--- config.mk ---
export PLATFORM = sky130hd
export DESIGN_NAME = misc_cfg_loader
export DESIGN_NICKNAME = d
export VERILOG_FILES = /design/src/rtl/misc_cfg_pkg.sv /design/src/rtl/misc_cfg_pwrseq.sv /design/src/rtl/misc_cfg_loader.sv
export SDC_FILE = /design/constraint.sdc
export NUM_CORES = 1
export LEC_CHECK = 0
export CAP_MARGIN = 20
export CORE_UTILIZATION = 48
export DETAILED_ROUTE_END_ITERATION = 10
export PLACE_DENSITY = 0.78
export SYNTH_ARGS = -nofsm -noshare
export SYNTH_HDL_FRONTEND = slang
export SYNTH_SLANG_ARGS = --single-unit
--- constraint.sdc ---
create_clock -name clk -period 4.9 [get_ports clk]
set_input_delay 1.47 -clock clk [delete_from_list [all_inputs] [get_ports clk]]
set_output_delay 1.47 -clock clk [all_outputs]
set_load 0.01 [all_outputs]
--- src/rtl/misc_cfg_pkg.sv ---
// -----------------------------------------------------------------------------
// misc_cfg_pkg
// Shared definitions for the misc/clock-mux tile configuration-RAM loader:
// CRAM geometry constants, the command opcode enum and the loader FSM states.
// -----------------------------------------------------------------------------
package misc_cfg_pkg;

    localparam int CRAM_ROWS_MAX = 16;
    localparam int CRAM_COLS     = 4;
    localparam int CRAM_RW       = $clog2(CRAM_ROWS_MAX);

    typedef enum logic [1:0] {
        END_CFG = 2'b00,
        CLEAR   = 2'b01,
        WRITE   = 2'b10,
        READ    = 2'b11
    } cfg_op_e;

    typedef enum logic [3:0] {
        PWRUP,
        CLR,
        IDLE,
        WR_SET,
        WR_PULSE,
        WR_HOLD,
        RD_SET,
        RD_PULSE,
        DONE
    } cfg_state_e;

endpackage

--- src/rtl/misc_cfg_pwrseq.sv ---
// -----------------------------------------------------------------------------
// misc_cfg_pwrseq
// Staggered CRAM row power-up. After reset, one vdd_cntl bit is pulled low per
// clock in ascending row order, so all 16 rows are powered 16 edges after reset
// is released. Every physical row is sequenced regardless of how many rows the
// loader actually uses.
//
// Ports:
//   clk        in   block clock
//   reset      in   asynchronous active-high reset (restarts the sequence)
//   vdd_cntl   out  per-row supply PMOS gate, registered; 0 = powered
//   done       out  registered; high once every row is powered
//   last_step  out  combinational; high in the cycle whose closing edge powers
//                   the final row, so the loader can leave power-up on that
//                   same edge
// -----------------------------------------------------------------------------
module misc_cfg_pwrseq
    import misc_cfg_pkg::*;
(
    input  logic                     clk,
    input  logic                     reset,
    output logic [CRAM_ROWS_MAX-1:0] vdd_cntl,
    output logic                     done,
    output logic                     last_step
);

    logic [CRAM_RW-1:0]       idx_q, idx_d;
    logic [CRAM_ROWS_MAX-1:0] vdd_cntl_q, vdd_cntl_d;
    logic                     done_q, done_d;

    always_comb begin
        idx_d      = idx_q;
        vdd_cntl_d = vdd_cntl_q;
        done_d     = done_q;
        last_step  = 1'b0;
        if (!done_q) begin
            vdd_cntl_d[idx_q] = 1'b0;
            idx_d             = idx_q + 1'b1;
            if (idx_q == CRAM_RW'(CRAM_ROWS_MAX - 1)) begin
                done_d    = 1'b1;
                last_step = 1'b1;
            end
        end
    end

    always_ff @(posedge clk or posedge reset) begin
        if (reset) begin
            idx_q      <= '0;
            vdd_cntl_q <= '1;
            done_q     <= 1'b0;
        end else begin
            idx_q      <= idx_d;
            vdd_cntl_q <= vdd_cntl_d;
            done_q     <= done_d;
        end
    end

    assign vdd_cntl = vdd_cntl_q;
    assign done     = done_q;

endmodule

--- src/rtl/misc_cfg_loader.sv ---
// -----------------------------------------------------------------------------
// misc_cfg_loader
// Row-level sequencer in front of the misc/clock-mux tile's 16x4 CRAM. Accepts
// END_CFG / CLEAR / WRITE / READ commands over valid/ready and produces
// correctly ordered, pulse-timed drive on vdd_cntl, reset_b, pgate, wl and the
// bitlines, and owns the tile's prog signal. Out of reset it powers the rows up
// one at a time, clears the array, and only then raises cmd_ready.
//
// Ports:
//   clk, reset          clock; asynchronous active-high reset
//   cmd_valid/ready     command handshake (accept = valid && ready)
//   cmd_op/row/data     opcode, target row, write data
//   rd_valid, rd_data   one-cycle read-result strobe and data
//   err                 one-cycle strobe for a rejected command
//   bl_out, bl_oe       bitline drive value and driver enable
//   bl_in               sensed bitline value
//   wl, pgate           one-hot wordline / pass gate per row, active-high
//   reset_b             CRAM row reset, active-low
//   vdd_cntl            row supply gate, 0 = powered
//   prog                1 while the tile is in configuration mode
// All outputs are registered.
// -----------------------------------------------------------------------------
module misc_cfg_loader
    import misc_cfg_pkg::*;
#(
    parameter int ROWS       = CRAM_ROWS_MAX,
    parameter int COLS       = CRAM_COLS,
    parameter int WL_PULSE   = 4,
    parameter int CLR_CYCLES = 8
) (
    input  logic                     clk,
    input  logic                     reset,
    input  logic                     cmd_valid,
    output logic                     cmd_ready,
    input  logic [1:0]               cmd_op,
    input  logic [CRAM_RW-1:0]       cmd_row,
    input  logic [COLS-1:0]          cmd_data,
    output logic                     rd_valid,
    output logic [COLS-1:0]          rd_data,
    output logic                     err,
    output logic [COLS-1:0]          bl_out,
    output logic                     bl_oe,
    input  logic [COLS-1:0]          bl_in,
    output logic [CRAM_ROWS_MAX-1:0] wl,
    output logic [CRAM_ROWS_MAX-1:0] pgate,
    output logic [CRAM_ROWS_MAX-1:0] reset_b,
    output logic [CRAM_ROWS_MAX-1:0] vdd_cntl,
    output logic                     prog
);

    localparam int CNT_MAX = (WL_PULSE > CLR_CYCLES) ? WL_PULSE : CLR_CYCLES;
    localparam int CNT_W   = $clog2(CNT_MAX + 1);
    localparam logic [CRAM_RW:0] ROWS_LIM = (CRAM_RW + 1)'(ROWS);

    cfg_state_e               state_q, state_d;
    logic [CNT_W-1:0]         cnt_q, cnt_d;
    logic [COLS-1:0]          sample_q, sample_d;
    logic                     cmd_ready_q, cmd_ready_d;
    logic                     err_q, err_d;
    logic                     rd_valid_q, rd_valid_d;
    logic [COLS-1:0]          rd_data_q, rd_data_d;
    logic [CRAM_ROWS_MAX-1:0] wl_q, wl_d;
    logic [CRAM_ROWS_MAX-1:0] pgate_q, pgate_d;
    logic                     bl_oe_q, bl_oe_d;
    logic [COLS-1:0]          bl_out_q, bl_out_d;
    logic [CRAM_ROWS_MAX-1:0] reset_b_q, reset_b_d;
    logic                     prog_q, prog_d;

    logic                     pwr_done;
    logic                     pwr_last;
    logic                     accept;
    logic                     row_ok;
    cfg_op_e                  op;
    logic [CRAM_ROWS_MAX-1:0] row_dec;

    misc_cfg_pwrseq u_pwrseq (
        .clk       (clk),
        .reset     (reset),
        .vdd_cntl  (vdd_cntl),
        .done      (pwr_done),
        .last_step (pwr_last)
    );

    // Row decoder: one pass gate per physical row.
    generate
        for (genvar gi = 0; gi < CRAM_ROWS_MAX; gi++) begin : g_row_dec
            assign row_dec[gi] = (cmd_row == CRAM_RW'(gi));
        end
    endgenerate

    assign accept = cmd_valid && cmd_ready_q;
    assign op     = cfg_op_e'(cmd_op);
    assign row_ok = ({1'b0, cmd_row} < ROWS_LIM);

    always_comb begin
        state_d     = state_q;
        cnt_d       = cnt_q;
        sample_d    = sample_q;
        cmd_ready_d = cmd_ready_q;
        err_d       = 1'b0;
        rd_valid_d  = 1'b0;
        rd_data_d   = rd_data_q;
        wl_d        = wl_q;
        pgate_d     = pgate_q;
        bl_oe_d     = bl_oe_q;
        bl_out_d    = bl_out_q;
        reset_b_d   = reset_b_q;
        prog_d      = prog_q;

        case (state_q)
            PWRUP: begin
                // Leave on the edge that powers the last row; reset_b is
                // still low from reset, so the clear window starts at once.
                if (pwr_last && !pwr_done) begin
                    state_d = CLR;
                    cnt_d   = CNT_W'(CLR_CYCLES - 1);
                end
            end

            CLR: begin
                if (cnt_q == '0) begin
                    reset_b_d   = '1;
                    cmd_ready_d = 1'b1;
                    state_d     = IDLE;
                end else begin
                    cnt_d = cnt_q - 1'b1;
                end
            end

            IDLE: begin
                cmd_ready_d = 1'b1;
                if (accept) begin
                    // Ready drops for at least one cycle on every accepted
                    // command, including the single-cycle ones.
                    cmd_ready_d = 1'b0;
                    case (op)
                        END_CFG: begin
                            prog_d  = 1'b0;
                            state_d = DONE;
                        end
                        CLEAR: begin
                            reset_b_d = '0;
                            cnt_d     = CNT_W'(CLR_CYCLES - 1);
                            state_d   = CLR;
                        end
                        default: begin
                            if (!row_ok) begin
                                err_d = 1'b1;
                            end else if (op == WRITE) begin
                                pgate_d  = row_dec;
                                bl_oe_d  = 1'b1;
                                bl_out_d = cmd_data;
                                state_d  = WR_SET;
                            end else begin
                                pgate_d  = row_dec;
                                bl_oe_d  = 1'b0;
                                state_d  = RD_SET;
                            end
                        end
                    endcase
                end
            end

            WR_SET: begin
                wl_d    = pgate_q;
                cnt_d   = CNT_W'(WL_PULSE - 1);
                state_d = WR_PULSE;
            end

            WR_PULSE: begin
                if (cnt_q == '0) begin
                    wl_d    = '0;
                    state_d = WR_HOLD;
                end else begin
                    cnt_d = cnt_q - 1'b1;
                end
            end

            WR_HOLD: begin
                pgate_d     = '0;
                bl_oe_d     = 1'b0;
                bl_out_d    = '0;
                cmd_ready_d = 1'b1;
                state_d     = IDLE;
            end

            RD_SET: begin
                wl_d    = pgate_q;
                cnt_d   = CNT_W'(WL_PULSE - 1);
                state_d = RD_PULSE;
            end

            RD_PULSE: begin
                // Two phases distinguished by the wordline: while wl is high
                // count the pulse and capture bl_in in its last cycle; the
                // following cycle (wl low, pass gate still on) publishes the
                // captured value.
                if (wl_q != '0) begin
                    if (cnt_q == '0) begin
                        sample_d = bl_in;
                        wl_d     = '0;
                    end else begin
                        cnt_d = cnt_q - 1'b1;
                    end
                end else begin
                    pgate_d     = '0;
                    rd_data_d   = sample_q;
                    rd_valid_d  = 1'b1;
                    cmd_ready_d = 1'b1;
                    state_d     = IDLE;
                end
            end

            DONE: begin
                cmd_ready_d = 1'b1;
                if (accept) begin
                    cmd_ready_d = 1'b0;
                    case (op)
                        CLEAR: begin
                            prog_d    = 1'b1;
                            reset_b_d = '0;
                            cnt_d     = CNT_W'(CLR_CYCLES - 1);
                            state_d   = CLR;
                        end
                        END_CFG: begin
                        end
                        default: begin
                            err_d = 1'b1;
                        end
                    endcase
                end
            end

            default: begin
                state_d = PWRUP;
            end
        endcase
    end

    always_ff @(posedge clk or posedge reset) begin
        if (reset) begin
            state_q     <= PWRUP;
            cnt_q       <= '0;
            sample_q    <= '0;
            cmd_ready_q <= 1'b0;
            err_q       <= 1'b0;
            rd_valid_q  <= 1'b0;
            rd_data_q   <= '0;
            wl_q        <= '0;
            pgate_q     <= '0;
            bl_oe_q     <= 1'b0;
            bl_out_q    <= '0;
            reset_b_q   <= '0;
            prog_q      <= 1'b1;
        end else begin
            state_q     <= state_d;
            cnt_q       <= cnt_d;
            sample_q    <= sample_d;
            cmd_ready_q <= cmd_ready_d;
            err_q       <= err_d;
            rd_valid_q  <= rd_valid_d;
            rd_data_q   <= rd_data_d;
            wl_q        <= wl_d;
            pgate_q     <= pgate_d;
            bl_oe_q     <= bl_oe_d;
            bl_out_q    <= bl_out_d;
            reset_b_q   <= reset_b_d;
            prog_q      <= prog_d;
        end
    end

    assign cmd_ready = cmd_ready_q;
    assign err       = err_q;
    assign rd_valid  = rd_valid_q;
    assign rd_data   = rd_data_q;
    assign wl        = wl_q;
    assign pgate     = pgate_q;
    assign bl_oe     = bl_oe_q;
    assign bl_out    = bl_out_q;
    assign reset_b   = reset_b_q;
    assign prog      = prog_q;

endmodule

### After elaboration in Yosys (flattened, before gate mapping)

Index checks and enable logic that the tools add are counted.

| word-level totals | value |
|---|---|
| output and inout bits | 77 |
| bits of input ports | 17 |
| logic and storage cells | 147 |
| bits in registers | 94 |

| cells by class | value |
|---|---|
| bitwise logic cells | 3 |
| muxes and demuxes | 54 |
| reductions and logical operators | 31 |
| magnitude comparators | 2 |
| add/subtract/negate cells | 2 |
| equal/unequal tests | 39 |

Operator list:

| cell | count |
|---|---|
| 16-bit two-way mux | 8 |
| 16-bit one-hot mux with 3 select lines | 2 |
| 4-bit two-way mux | 15 |
| 4-bit equality test, second input constant | 10 |
| 4-bit one-hot mux with 9 select lines | 1 |
| 4-bit by 3-bit equality test with 1-bit output, second input constant | 8 |
| 16-bit one-hot mux with 2 select lines | 1 |
| 2-bit inequality test, second input constant | 11 |
| 4-bit one-hot mux with 5 select lines | 1 |
| 1-bit two-way mux | 19 |
| 16-bit AND | 1 |
| 4-bit by 2-bit equality test with 1-bit output, second input constant | 4 |
| 16-bit NOT | 1 |
| 4-bit one-hot mux with 2 select lines | 2 |
| 16-bit nonzero test | 1 |
| 4-bit zero test | 3 |
| 4-bit AND reduction | 3 |
| 5-bit AND reduction | 2 |
| 3-bit AND reduction | 3 |
| 4-bit by 1-bit equality test with 1-bit output, second input constant | 2 |
| 2-bit OR reduction | 4 |
| 7-bit AND reduction | 1 |
| 2-bit nonzero test | 3 |
| 3-bit nonzero test | 2 |
| 18 further kinds | 23 |

### Longest topological paths before layout

| depth | value |
|---|---|
| depth in word-level cells | 6 |
| depth in mapped cells | 9 |
| mapped depth without buffers | 7 |

### Hierarchy

From an unflattened synthesis, not the netlist that was laid out.

| unflattened totals | value |
|---|---|
| cells, all modules | 351 |
| area total of the unflattened synthesis | 3885.0 um2 |

By module, submodules not included:

| module | cells an instance | seq. area each (um2) | area each (um2) | times used |
|---|---|---|---|---|
| misc_cfg_loader | 285 | 1452.6 | 2960.3 | 1 |
| misc_cfg_pwrseq | 66 | 545.5 | 924.6 | 1 |

### Least setup slack after synthesis

Ideal clock, no wire load.

| path | value |
|---|---|
| path kind | input-to-reg |
| from | input port cmd_op[1] |
| to | register pgate_q[0] (netlist: pgate[0]) |
| arrival | 3.040 ns |
| buffers on the path | 2 |
| stages | 8 |
| required time | 4.790 ns |
| library setup time | 0.110 ns |
| setup slack | 1.749 ns |
| path through | inv_1 ha_1 buf_2 and4bb_2 a31oi_1 a311o_1 buf_2 o41ai_1 |

| on the way | value |
|---|---|
| cells in the longest elaborated chain, start to end | 4 |
| elaborated cells between the ends (all ways) | 5 |
| those cells by class | eq/ne: 2; reduce/logical: 3 |

RTL lines:

| item | RTL line | RTL |
|---|---|---|
| from (decl) | misc_cfg_loader.sv:35 | `input logic [1:0] cmd_op,` |
| 2-bit by 1-bit equality test with 1-bit output / 2-bit zero test (equally long branches) | misc_cfg_loader.sv:136 | `case (op)` |
| 2-bit OR reduction (no source line) * | - |  |
| 2-bit inequality test (no source line) * | - |  |
| 4-bit AND reduction (no source line) * | - |  |
| to (signal assigned) | misc_cfg_loader.sv:264 | `pgate_q <= pgate_d;` |
| to (decl) | misc_cfg_loader.sv:63 | `logic [CRAM_ROWS_MAX-1:0] pgate_q, pgate_d;` |

Every way passes the cells marked *; elsewhere a longest branch is shown, timed or not.
A chain may end at the register's enable or synchronous reset.

### Final worst setup path

| path | value |
|---|---|
| from | input port cmd_op[1] |
| to | register pgate_q[12] (netlist: pgate[12]) |

Same word-level chain as after synthesis.

==> flow_summary_export.csv <==
group,metric,value,unit
outcome,status,"completed",
grt,overflow,0,
cts,cts-htree-levels,3,
finish,drive_above_1_share,12.82,%
power,powerDensity,508.4,nW/µm²
worst_setup_path,crit_path_top_delay_cell,"clkdlybuf4s50_1",
die,core_area,7408,µm²
synthesis,ys_warn_count,0,
worst_setup_path,path_cells,"clkdlybuf4s50_1 > inv_1 > ha_1 > and4bb_2 > a31oi_1 > a311o_1 > buf_8 > o41ai_1",
worst_setup_path,start_kind,"input port",
finish,design_area,4857,µm²
route,drc_errors,0,
route,dr.first_iter.drc_count,181,
grt,grt_pass1_wl,13890,µm
finish,num_antenna_cells,0,
synthesis,ys_top_cells_by_area,"dfrtp_1 (41%), dfstp_2 (12%), a22o_1 (3.7%)",
cts,cts_setup_buffers,0,
power,power.switching,907.2,µW
job,max-cap-violations,0,
synthesis,synth_area,3762,µm²
synthesis,avgSynthCellArea,10.78,µm²
power,p_int,1562,µW
sta,maxSlewHeadroom,56.47,%
grt,grt_pass1_vias,2754,
sta,setup-tns-final,0,ns
worst_setup_path,required,5.13,ns
finish,area_delta_synth_final,29.10,%
worst_setup_path,cp.depth,8,
synthesis,synth_largest_area_cell,"dfrtp_1",
route,ant_nets,0,
worst_setup_path,crit_family,"compound AO/OA/AOI/OAI gates",
worst_setup_path,max_stage_delay,0.50,ns
cts,ctsResizeCount,0,
cts,numCtsBuffers,9,
grt,grt_usage,21.46,%
worst_setup_path,crit_buf_inv,3,
cts,clk_latency,0.35,ns
sta,holdWs,0.4444,ns
route,firstDrtPassIters,5,
place,dpl_cell_area,4636,µm²
die,die_w,90.54,µm
grt,grt_max_degree,44,
sta,slew_violations,0,
sta,timing.fmax,0.2831,GHz
worst_setup_path,r2r_cells,5,
route,avgRoutedWirePerCell,15.60,µm
power,p_sw_share,36.74,%
route,vias,2904,
sta,grt_setup_unrepaired,"false",
sta,period_needed,3.532,ns
min_path,min_path_type,"reg -> reg",
place,place_congestion,0.8753,
die,rows,31,
cts,cts_max_path_buffers,2,
power,ir_worst_vdd,214.4,µV
grt,antenna_found_initial,0,
power,p_clk_share,19.5,%
sta,fin_skew,0.009714,ns
die,die_h,90.54,µm
worst_setup_path,cp-startpoint,"cmd_op[1]",
synthesis,synth_edf_count,0,
worst_setup_path,path_class,"in -> reg",
synthesis,syn-num-nets,376,
sta,hold_viol,0,
synthesis,netlist.area_leader.share,41.24,%
cts,cts_tree,"done",
synthesis,ys_types,57,
sta,setup_viol,0,
power,pwr-share-seq,40.4,%
finish,fin_util,65.56,%
sta,fin_crit_sh,72.09,%
worst_setup_path,cp_max_fo,30,
power,combPwrFrac,40.2,%
cts,cts_hold_buf,0,
worst_setup_path,critPathCapture,"pgate[12]",
worst_setup_path,r2r_slack,2.51,ns
cts,clk_pin_slew,0.09,ns
synthesis,ys.flop_type,"dfrtp_1",
die,ios,94,
finish,nets,451,
power,p_leak,0.002047,µW
worst_setup_path,arrival,3.76,ns
route,vias_per_cell,5.500,
synthesis,synth_cells,349,
die,initial_utilization,50.79,%
worst_setup_path,r2r_end,"wl[9]",
synthesis,ys_ff_latch,79,
sta,worstMarginPinSlew,0.6530,ns
place,port_buffers,93,
synthesis,ys_seq_area_share,53.11,%
cts,cts_root_buf,"clkbuf_8",
worst_setup_path,endpoint_kind,"flop",
worst_setup_path,rr_startpoint,"state_q[1]",
die,die_area,8197,µm²
cts,cts.sinks,79,
route,wl,8235,µm
place,dp_hpwl,5782,µm
synthesis,async_flop_share,100.0,%
stage by stage:
| stage | cells | power, µW | setup WS, ns |
|---|---|---|---|
| 2_1_floorplan | 349 | 1566 | 1.435 |
| 6_report | 528 | 2470 | 1.368 |
| 5_1_grt | 528 | 2643 | 1.177 |
| 3_3_place_gp | 510 | 1968 | 0.9035 |
| 3_5_place_dp | 510 | 1994 | 0.8289 |
| 4_1_cts | 526 | 2475 | 1.196 |
per-layer routing:
layer  global-route usage (%)  vias to the layer above  share of wire, %
li1                         -                     1392                 -
met1                    29.67                     1404                46
met2                    32.51                       94                47
met3                    4.209                       14               4.6
met4                    10.08                        0               2.1
met5                        0                        -                 0
cell usage after synthesis, drive strengths merged (3+ instances only):
cell type	n
a21boi	14
a21oi	6
a22o	16
a31oi	7
buf	25
clkbuf	8
dfrtp	62
dfstp	17
ha	10
inv	19
mux2	9
mux2i	5
nand2	30
nand2b	4
nor2	22
nor2b	10
nor3	9
nor4	5
o21ai	14
o31ai	13
o41ai	5
xnor2	3
placed cells by master, fill, tap and decap left out, drive strengths merged, types with 6 or more instances in the layout:
cell type,Yosys,final
dfstp,17,17
clkdlybuf4s50,0,93
inv,19,22
o31ai,13,13
a31oi,7,7
a22o,16,16
o21ai,14,14
mux2,9,9
nor2b,10,10
clkbuf,8,11
a21oi,6,6
a21boi,14,14
nand2,30,30
nor2,22,22
ha,10,10
dfrtp,62,62
nor3,9,9
power by group through the flow:
stage | sequential, µW | combinational (µW) | clock [µW]
floorplan | 1000 | 565 | 0
global placement | 1000 | 967 | 0
detailed placement | 1010 | 987 | 0
CTS | 995 | 992 | 487
global route | 1030 | 1100 | 519
finish | 997 | 993 | 480
worst register-to-register path: cells and delay by family (launching register included):
kind | cells | cell delay (ns)
flip-flops | 1 | 0.75
AO/OA/AOI/OAI | 1 | 0.24
AND/OR/NAND/NOR | 4 | 1.35
state kept, by name, summed over array words and instances (netlist names), 4 cells and up:
signal             cells
wl                    16
cnt_q                  4
bl_out                 4
rd_data                4
sample_q               4
u_pwrseq.idx_q         4
state_q                4
pgate                 16
u_pwrseq.vdd_cntl     16
cells by family (layout without fill, tap and decap cells):
family	after synthesis	after routing	share of synthesized area [%]
and+or+nand+nor	95	95	12.74
adders and majority gates	10	10	3.326
AOI/OAI and AO/OA	95	95	18.76
buffers and inverters	52	132	7.117
muxes	14	14	4.024
DFF	79	79	53.11
xor gates and xnor gates	4	4	0.9313
worst min path at each step:
stage                           from  slack [ns]               endpoint  cells past startpoint
6_report       u_pwrseq.vdd_cntl[14]        0.44  u_pwrseq.vdd_cntl[14]                      2
3_3_place_gp   u_pwrseq.vdd_cntl[15]        0.43  u_pwrseq.vdd_cntl[15]                      2
5_1_grt        u_pwrseq.vdd_cntl[15]        0.46  u_pwrseq.vdd_cntl[15]                      2
4_1_cts        u_pwrseq.vdd_cntl[14]        0.44  u_pwrseq.vdd_cntl[14]                      2
3_5_place_dp   u_pwrseq.vdd_cntl[14]        0.43  u_pwrseq.vdd_cntl[14]                      2
2_1_floorplan  u_pwrseq.vdd_cntl[12]        0.45  u_pwrseq.vdd_cntl[12]                      2
final cells by class:
class                   count  area (µm²)
multi-input cells         218        1496
repair buffers             97       968.4
clock buffers              11       162.7
flip-flops and latches     79        1998
inverters                  19       71.32
well taps                  99       123.9
fillers                   600        2551
clock inverters             5       36.28
(Power assumes the default switching activity.)
